## src/rtl/payload_char_streamer.sv

```systemverilog
//==============================================================================
// Module      : payload_char_streamer
// Description : Frames one payload per transaction onto the shared matcher bus
//               (sod / en / char_q / cls), flushes with null beats, then holds
//               done until the collector acknowledges.
//               Optional byte-depth limit: define PE_DEPTH_LIMIT_EN.
// Revision    : 1.0 - initial release
//==============================================================================
`default_nettype none

module payload_char_streamer #(
   parameter int FLUSH_CYCLES = 2,
   parameter int MAX_DEPTH    = 1460
) (
   input  logic        clk,
   input  logic        rst,
   input  logic [7:0]  s_data,
   input  logic        s_valid,
   input  logic        s_last,
   output logic        s_ready,
   output logic        sod,
   output logic        en,
   output logic [7:0]  char_q,
   output logic [31:0] cls,
   output logic        done,
   input  logic        done_ack
);

   typedef enum logic [2:0] {
      IDLE   = 3'd0,
      SOD    = 3'd1,
      STREAM = 3'd2,
      FLUSH  = 3'd3,
      DONE   = 3'd4
   } state_t;

   localparam logic [3:0] c_flush_init = 4'(FLUSH_CYCLES);

   state_t      r_state;
   state_t      w_state_nxt;
   logic [3:0]  r_flush_cnt;
   logic [3:0]  w_flush_nxt;
   logic        r_first;
   logic        w_first_nxt;
   logic        r_ready;
   logic        r_sod;
   logic        r_en;
   logic        w_en_nxt;
   logic        r_done;
   logic [7:0]  r_char;
   logic [7:0]  w_char_nxt;
   logic [31:0] r_cls;
   logic [31:0] w_cls_nxt;

   logic        w_accept;
   logic        w_deliver;
   logic [25:0] w_letter;
   logic        w_space;
   logic        w_digit;
   logic        w_word;
   logic        w_not_eol;
   logic [31:0] w_cls_dec;

   assign w_accept = s_valid & r_ready;

   // Character-class decode of the incoming byte
   for (genvar k = 0; k < 26; k++) begin : g_letter
      localparam logic [7:0] c_upper = 8'(65 + k);
      localparam logic [7:0] c_lower = 8'(97 + k);
      assign w_letter[k] = (s_data == c_upper) || (s_data == c_lower);
   end

   assign w_space   = ((s_data >= 8'h09) && (s_data <= 8'h0D)) || (s_data == 8'h20);
   assign w_digit   = (s_data >= 8'h30) && (s_data <= 8'h39);
   assign w_word    = (|w_letter) || w_digit || (s_data == 8'h5F);
   assign w_not_eol = (s_data != 8'h0A) && (s_data != 8'h0D);
   assign w_cls_dec = {w_letter, 1'b1, w_word, w_not_eol, w_digit, w_space, r_first};

`ifdef PE_DEPTH_LIMIT_EN
   localparam logic [15:0] c_max_depth = 16'(MAX_DEPTH);

   logic [15:0] r_byte_cnt;

   assign w_deliver = (r_byte_cnt < c_max_depth);

   // Saturates at the limit, so overflow bytes are swallowed without wrapping
   always_ff @(posedge clk or posedge rst) begin
      if (rst) begin
         r_byte_cnt <= '0;
      end else if (w_state_nxt == SOD) begin
         r_byte_cnt <= '0;
      end else if (w_accept && w_deliver) begin
         r_byte_cnt <= r_byte_cnt + 16'd1;
      end
   end
`else
   // Unlimited build: every accepted byte is delivered for any legal MAX_DEPTH
   assign w_deliver = (MAX_DEPTH > 0);
`endif

   always_ff @(posedge clk or posedge rst) begin
      if (rst) begin
         r_state     <= IDLE;
         r_flush_cnt <= '0;
         r_first     <= 1'b0;
         r_ready     <= 1'b0;
         r_sod       <= 1'b0;
         r_en        <= 1'b0;
         r_done      <= 1'b0;
         r_char      <= '0;
         r_cls       <= '0;
      end else begin
         r_state     <= w_state_nxt;
         r_flush_cnt <= w_flush_nxt;
         r_first     <= w_first_nxt;
         r_ready     <= (w_state_nxt == STREAM);
         r_sod       <= (w_state_nxt == SOD);
         r_done      <= (w_state_nxt == DONE);
         r_en        <= w_en_nxt;
         r_char      <= w_char_nxt;
         r_cls       <= w_cls_nxt;
      end
   end

   always_comb begin
      w_state_nxt = r_state;
      w_flush_nxt = r_flush_cnt;
      w_first_nxt = r_first;
      w_en_nxt    = 1'b0;
      w_char_nxt  = r_char;
      w_cls_nxt   = r_cls;

      case (r_state)
         IDLE: begin
            if (s_valid) begin
               w_state_nxt = SOD;
               w_first_nxt = 1'b1;
            end
         end
         SOD: begin
            w_state_nxt = STREAM;
         end
         STREAM: begin
            if (w_accept) begin
               w_first_nxt = 1'b0;
               if (w_deliver) begin
                  w_en_nxt   = 1'b1;
                  w_char_nxt = s_data;
                  w_cls_nxt  = w_cls_dec;
               end
               if (s_last) begin
                  w_state_nxt = FLUSH;
                  w_flush_nxt = c_flush_init;
               end
            end
         end
         FLUSH: begin
            // Null beats let sticky end states capture matches on the last byte
            w_char_nxt = '0;
            w_cls_nxt  = '0;
            if (r_flush_cnt != 4'd0) begin
               w_en_nxt    = 1'b1;
               w_flush_nxt = r_flush_cnt - 4'd1;
            end else begin
               w_state_nxt = DONE;
            end
         end
         DONE: begin
            if (done_ack) begin
               w_state_nxt = IDLE;
            end
         end
         default: begin
            w_state_nxt = IDLE;
         end
      endcase
   end

   assign s_ready = r_ready;
   assign sod     = r_sod;
   assign en      = r_en;
   assign char_q  = r_char;
   assign cls     = r_cls;
   assign done    = r_done;

endmodule

`default_nettype wire

```

## config.mk

```make
export PLATFORM = sky130hd
export DESIGN_NAME = payload_char_streamer
export DESIGN_NICKNAME = d
export VERILOG_FILES = /design/src/rtl/payload_char_streamer.sv
export SDC_FILE = /design/constraint.sdc
export NUM_CORES = 1
export LEC_CHECK = 0
export BUFFER_PORTS_ARGS = -buffer_cell sky130_fd_sc_hd__buf_4
export CAP_MARGIN = 25
export CELL_PAD_IN_SITES_DETAIL_PLACEMENT = 0
export CELL_PAD_IN_SITES_GLOBAL_PLACEMENT = 2
export CORE_MARGIN = 3
export CORE_UTILIZATION = 33
export CTS_CLUSTER_SIZE = 40
export DETAILED_ROUTE_END_ITERATION = 7
export PLACE_DENSITY = 0.75
export SYNTH_ARGS = -nofsm -noshare
export SYNTH_HDL_FRONTEND = slang
export SYNTH_SLANG_ARGS = --single-unit
```

## constraint.sdc

```tcl
create_clock -name clk -period 2.2 [get_ports clk]
set_input_delay 0.44 -clock clk [delete_from_list [all_inputs] [get_ports clk]]
set_output_delay 0.44 -clock clk [all_outputs]
set_load 0.05 [all_outputs]
```

# Yosys cells after proc, flatten, opt, wreduce, memory -nomap -nowiden
# Index checks and enable logic that the tools add are counted.
# op_classes
addsub,1
n_lt_le_gt_ge,4
n_eq_ne,67
muxes,20
n_bitwise,1
n_reduce_logical,40
# op_table
cell,n
"== test 8 x 7 -> 1 bit, second input constant",53
case mux 32 bit (2 select lines),1
two-way mux 32 bit,1
logical OR 1 bit,29
OR reduction 26 bit,1
"inequality test 8 x 4 -> 1 bit, second input constant",2
case mux 8 bit (2 select lines),1
two-way mux 3 bit,5
case mux 3 bit (5 select lines),1
two-way mux 4 bit,3
"== test 3 x 2 -> 1 bit, second input constant",3
"== test 8 x 6 -> 1 bit, second input constant",1
"greater-or-equal comparator 8 x 4 -> 1 bit, second input constant",1
"greater-or-equal comparator 8 x 6 -> 1 bit, second input constant",1
"<= comparator 8 x 4 -> 1 bit, second input constant",1
"<= comparator 8 x 6 -> 1 bit, second input constant",1
two-way mux 8 bit,1
"inequality test 2 bit, second input constant",4
case mux 4 bit (2 select lines),1
"== test 3 x 1 -> 1 bit, second input constant",2
"== test 3 bit, second input constant",2
two-way mux 1 bit,4
case mux 1 bit (2 select lines),2
AND reduction 4 bit,1
8 further kinds,11
# totals
regBits,52
input_bits,13
word_cells,142

# Depth between registers and ports, before layout
# depth
word_depth,7
ltp_mapped,7
ltp_nobuf,6

# Least setup slack after synthesis
# Ideal clock, no wire load.
# synth_path
path_type,register to register
startpoint,"reg r_ready, in the netlist s_ready"
endpoint,reg r_first
arrival_ns,1.647
t_required_ns,2.082
slack_ns,0.435
stages_incl_launch_ff,6
n_path_buf,2
cell_sequence,dfrtp_1 -> nand2_1 -> or3_1 -> buf_2 -> buf_6 -> a21o_1
# synth_via
elab_chain_len,3
# synth_rtl
element,line_no,source
from (decl),45,logic r_ready;
from (signal assigned),116,r_ready <= (w_state_nxt == STREAM);
bitwise AND 1 bit,64,assign w_accept = s_valid & r_ready;
inequality test 2 bit (no line),-,
AND reduction 3 bit (no line),-,
to (signal assigned),115,r_first <= w_first_nxt;
to (decl),43,logic r_first;
# No other way between the ends.
# A chain may end at the register's enable or synchronous reset.

# Worst setup path in the final report
# layout_path
startpoint,reg r_flush_cnt[0]
endpoint,reg r_state[0]
# layout_via
elab_chain_len,3
# layout_rtl
element,line_no,source
from (decl),41,logic [3:0] r_flush_cnt;
from (signal assigned),114,r_flush_cnt <= w_flush_nxt;
nonzero test 4 bit,161,if (r_flush_cnt != 4'd0) begin
two-way mux 3 bit,161,
case mux 3 bit (5 select lines),133,case (r_state)
via w_state_nxt[0],40,state_t w_state_nxt;
to (signal assigned),113,r_state <= w_state_nxt;
to (decl),39,state_t r_state;
# The timed path passes the listed nets, and every way through them passes these cells.

==> flow_summary_export.csv <==
group,metric,value,unit
setup_path,critPathRequiredTime,2.39,ns
routing,drtAntennaViolNets,0,
timing,setup_viol,0,
final_layout,stdcell_count,335,
timing,fin_crit_sh,87.5,%
floorplanning,start_util,34.9,%
placement,place_area,2780,sq um
synthesis,yosysSeqAreaShare,57.4,%
final_layout,finalNetCount,272,
setup_path,r2r-end,"r_state[0]",
setup_path,crit-reg2reg-launch,"r_flush_cnt[0]",
clock_network,clkLatencyLatePin,0.30,ns
setup_path,crit_family,"simple AND/OR/NAND/NOR gates",
grt,grt_overflow,0,
floorplanning,fp-row-count,29,
grt,grt_first_pass_wirelength,9.11,mm
synthesis,syn_nets,214,
worst_hold_path,hold_class,"in2async",
setup_path,worst-path-buf-inv,1,
setup_path,cpMaxStageDelayCell,"or3b_1",
routing,vias_per_cell,5.29,
synthesis,yosysTopAreaCell,"dfrtp_1",
timing,relSlewSlack,31.8,%
power,worst_ir_drop_vdd,0.559,mV
timing,grt_setup_unrepaired,"false",
floorplanning,dieHeight,88.9,um
clock_network,clockBufferDepth,2,
floorplanning,dieArea,7900,sq um
floorplanning,die_w,88.9,um
synthesis,yosys_warnings,0,
routing,drc,0,
placement,post-place-cells,327,
placement,dp_hpwl,4.08,mm
synthesis,synthDominantCellAreaShare,57.4,%
placement,place_ws,0.277,ns
timing,finalCriticalPeriod,1.93,ns
routing,routedWlPerCell,16.6,um
grt,grt_max_degree,28,
power,p_per_area,1200,nW/um^2
synthesis,synth_edf_count,0,
power,p_leak,0.00142,uW
run_status,run_status,"completed",
timing,fin_setup_tns,0,ns
power,combinationalPowerShare,42.8,%
setup_path,worstSetupPathType,"reg2reg",
synthesis,async_reset_ff_share,100,%
final_layout,fill_cells,625,
synthesis,netlist_instances,199,
setup_path,worstPathArrival,2.12,ns
power,internal_power,1960,uW
synthesis,synth_cell_types,41,
final_layout,antennaDiodeCount,0,
clock_network,post-cts-setup-buffer-count,0,
timing,hold_viol_final,0,
synthesis,ys_seq_elements,52,
synthesis,synth_flop_cell,"dfrtp_1",
timing,fmax,519,MHz
grt,grtUsageTotal,15.0,%
clock_network,ctsResizeCount,0,
clock_network,path_clk_slew,0.09,ns
floorplanning,ios,57,
synthesis,synth_common_cells,"52 x dfrtp_1, 25 x nand2_1, 20 x a22o_1, 9 x a21oi_1, 9 x nor2_1",
timing,worst_slew_pin_slew,1.02,ns
placement,portBuffers,56,
grt,antenna_found_initial,0,
routing,totalWireLength,5.57,mm
clock_network,clock_sinks,52,
synthesis,netlist_area,2270,sq um
synthesis,post-synth-top-count-cell,"dfrtp_1",
floorplanning,core-area,6490,sq um
final_layout,design_area,2910,sq um
power,netSwitchingFraction,43.5,%
clock_network,ctsHoldBuffers,0,
setup_path,critPathMaxStageDelay,0.49,ns
timing,hold_ws,0.196,ns
timing,final.setup_skew,0.00398,ns
placement,routabilityCongestion,0.704,
clock_network,numCtsBuffers,5,
setup_path,cp-start-kind,"flip-flop",
clock_network,cts_tree,"yes",
setup_path,worstPathCellList,"inv_1 -> ha_1 -> or3b_1 -> a21oi_2 -> nor2_1 -> or2_1",
final_layout,syn_to_final_growth,28.3,%
final_layout,drive_above_1_share,30.2,%
routing,drtPass1Iterations,4,
clock_network,root_buffer,"clkbuf_8",
timing,setup_slack,0.274,ns
power,seq_power_share,36.8,%
routing,vias,1771,
setup_path,r2r_setup_slack,0.27,ns
synthesis,avgSynthCellArea,11.4,sq um
synthesis,synthTopCellsByArea,"dfrtp_1 57%, a22o_1 7.7%, nand2_1 4.1%, a32o_1 3.1%, a21oi_1 2.0%",
setup_path,cp-end-kind,"flip-flop",
timing,drv_slew,0,
power,clkPwrFrac,20.4,%
power,power_switching,1510,uW
setup_path,ff2ff_path_depth,6,
routing,drtIter0Drc,94,
clock_network,h-tree-depth,2,
grt,grt_pass1_vias,1788,
setup_path,critPathMaxFanout,7,
job,cap_violations,0,
-- worst max-delay path by stage --
stage	start	end	slack, ns	depth (start not counted)
final	r_flush_cnt[0]	r_state[0]	0.27	6
after global routing	r_flush_cnt[0]	r_state[0]	0.11	6
after CTS	r_flush_cnt[0]	r_state[0]	0.26	6
after detailed placement	r_flush_cnt[0]	r_state[0]	0.28	6
after global placement	r_flush_cnt[0]	r_state[0]	0.25	6
after floorplan	s_ready	r_first	0.44	5
-- through the flow --
step | power, uW | utilization, %
floorplan | 2400 | -
global placement | 2800 | 42.9
detailed placement | 2800 | 42.9
CTS | 3520 | 44.8
global route | 3710 | 44.8
finish | 3480 | 44.8
-- cells in the final DEF, fill, tap and decap left out, drive strengths merged, types with 2 or more instances in the layout --
master,n
nand3,5
o211ai,2
nor2b,5
a21oi,10
or3b,2
nor3,2
buf,63
dfrtp,52
a32o,7
nand3b,3
ha,2
nor4,2
a22o,20
and4,3
and2,4
nor4b,3
o21ai,5
a31oi,3
clkbuf,7
nand2,25
o31ai,5
nor2,10
inv,5
-- power by group through the flow --
stage	clock network (uW)	logic (uW)	registers [uW]
6_report	708	1490	1280
5_1_grt	766	1630	1310
4_1_cts	733	1500	1290
2_1_floorplan	0	686	1720
3_3_place_gp	0	1490	1310
3_5_place_dp	0	1500	1300
-- flip-flops by register name, summed over array words and instances (netlist names) --
register and cells:
char_q 8, r_state 3, done 1, r_flush_cnt 4
s_ready 1, en 1, sod 1, r_first 1
cls 32
-- per-layer routing --
layer / GRT usage, % / up-vias / part of all wire, %
li1: - / 854 / -
met5: 0 / - / 0
met4: 5.36 / 0 / 1.1
met1: 20.2 / 868 / 48
met3: 3.32 / 5 / 5.4
met2: 23.8 / 44 / 46
-- final cells by class --
class,instances,area (sq um),share of cell area (%)
flip-flops and latches,52,1300,44.7
clock inverters,1,30.0,1.03
well taps,77,96.3,3.31
multi-input cells,130,882,30.3
repair buffers,63,485,16.7
clock buffers,7,96.3,3.31
inverters,5,18.8,0.645
-- cell families after synthesis --
group,after synthesis,synth area share (%)
flops,52,57.4
mux,1,0.441
fa+ha+maj,2,1.10
buf+inv,17,3.75
compound gates,57,19.1
simple gates,70,18.2
No activity file was read; power rests on OpenSTA's default activity.
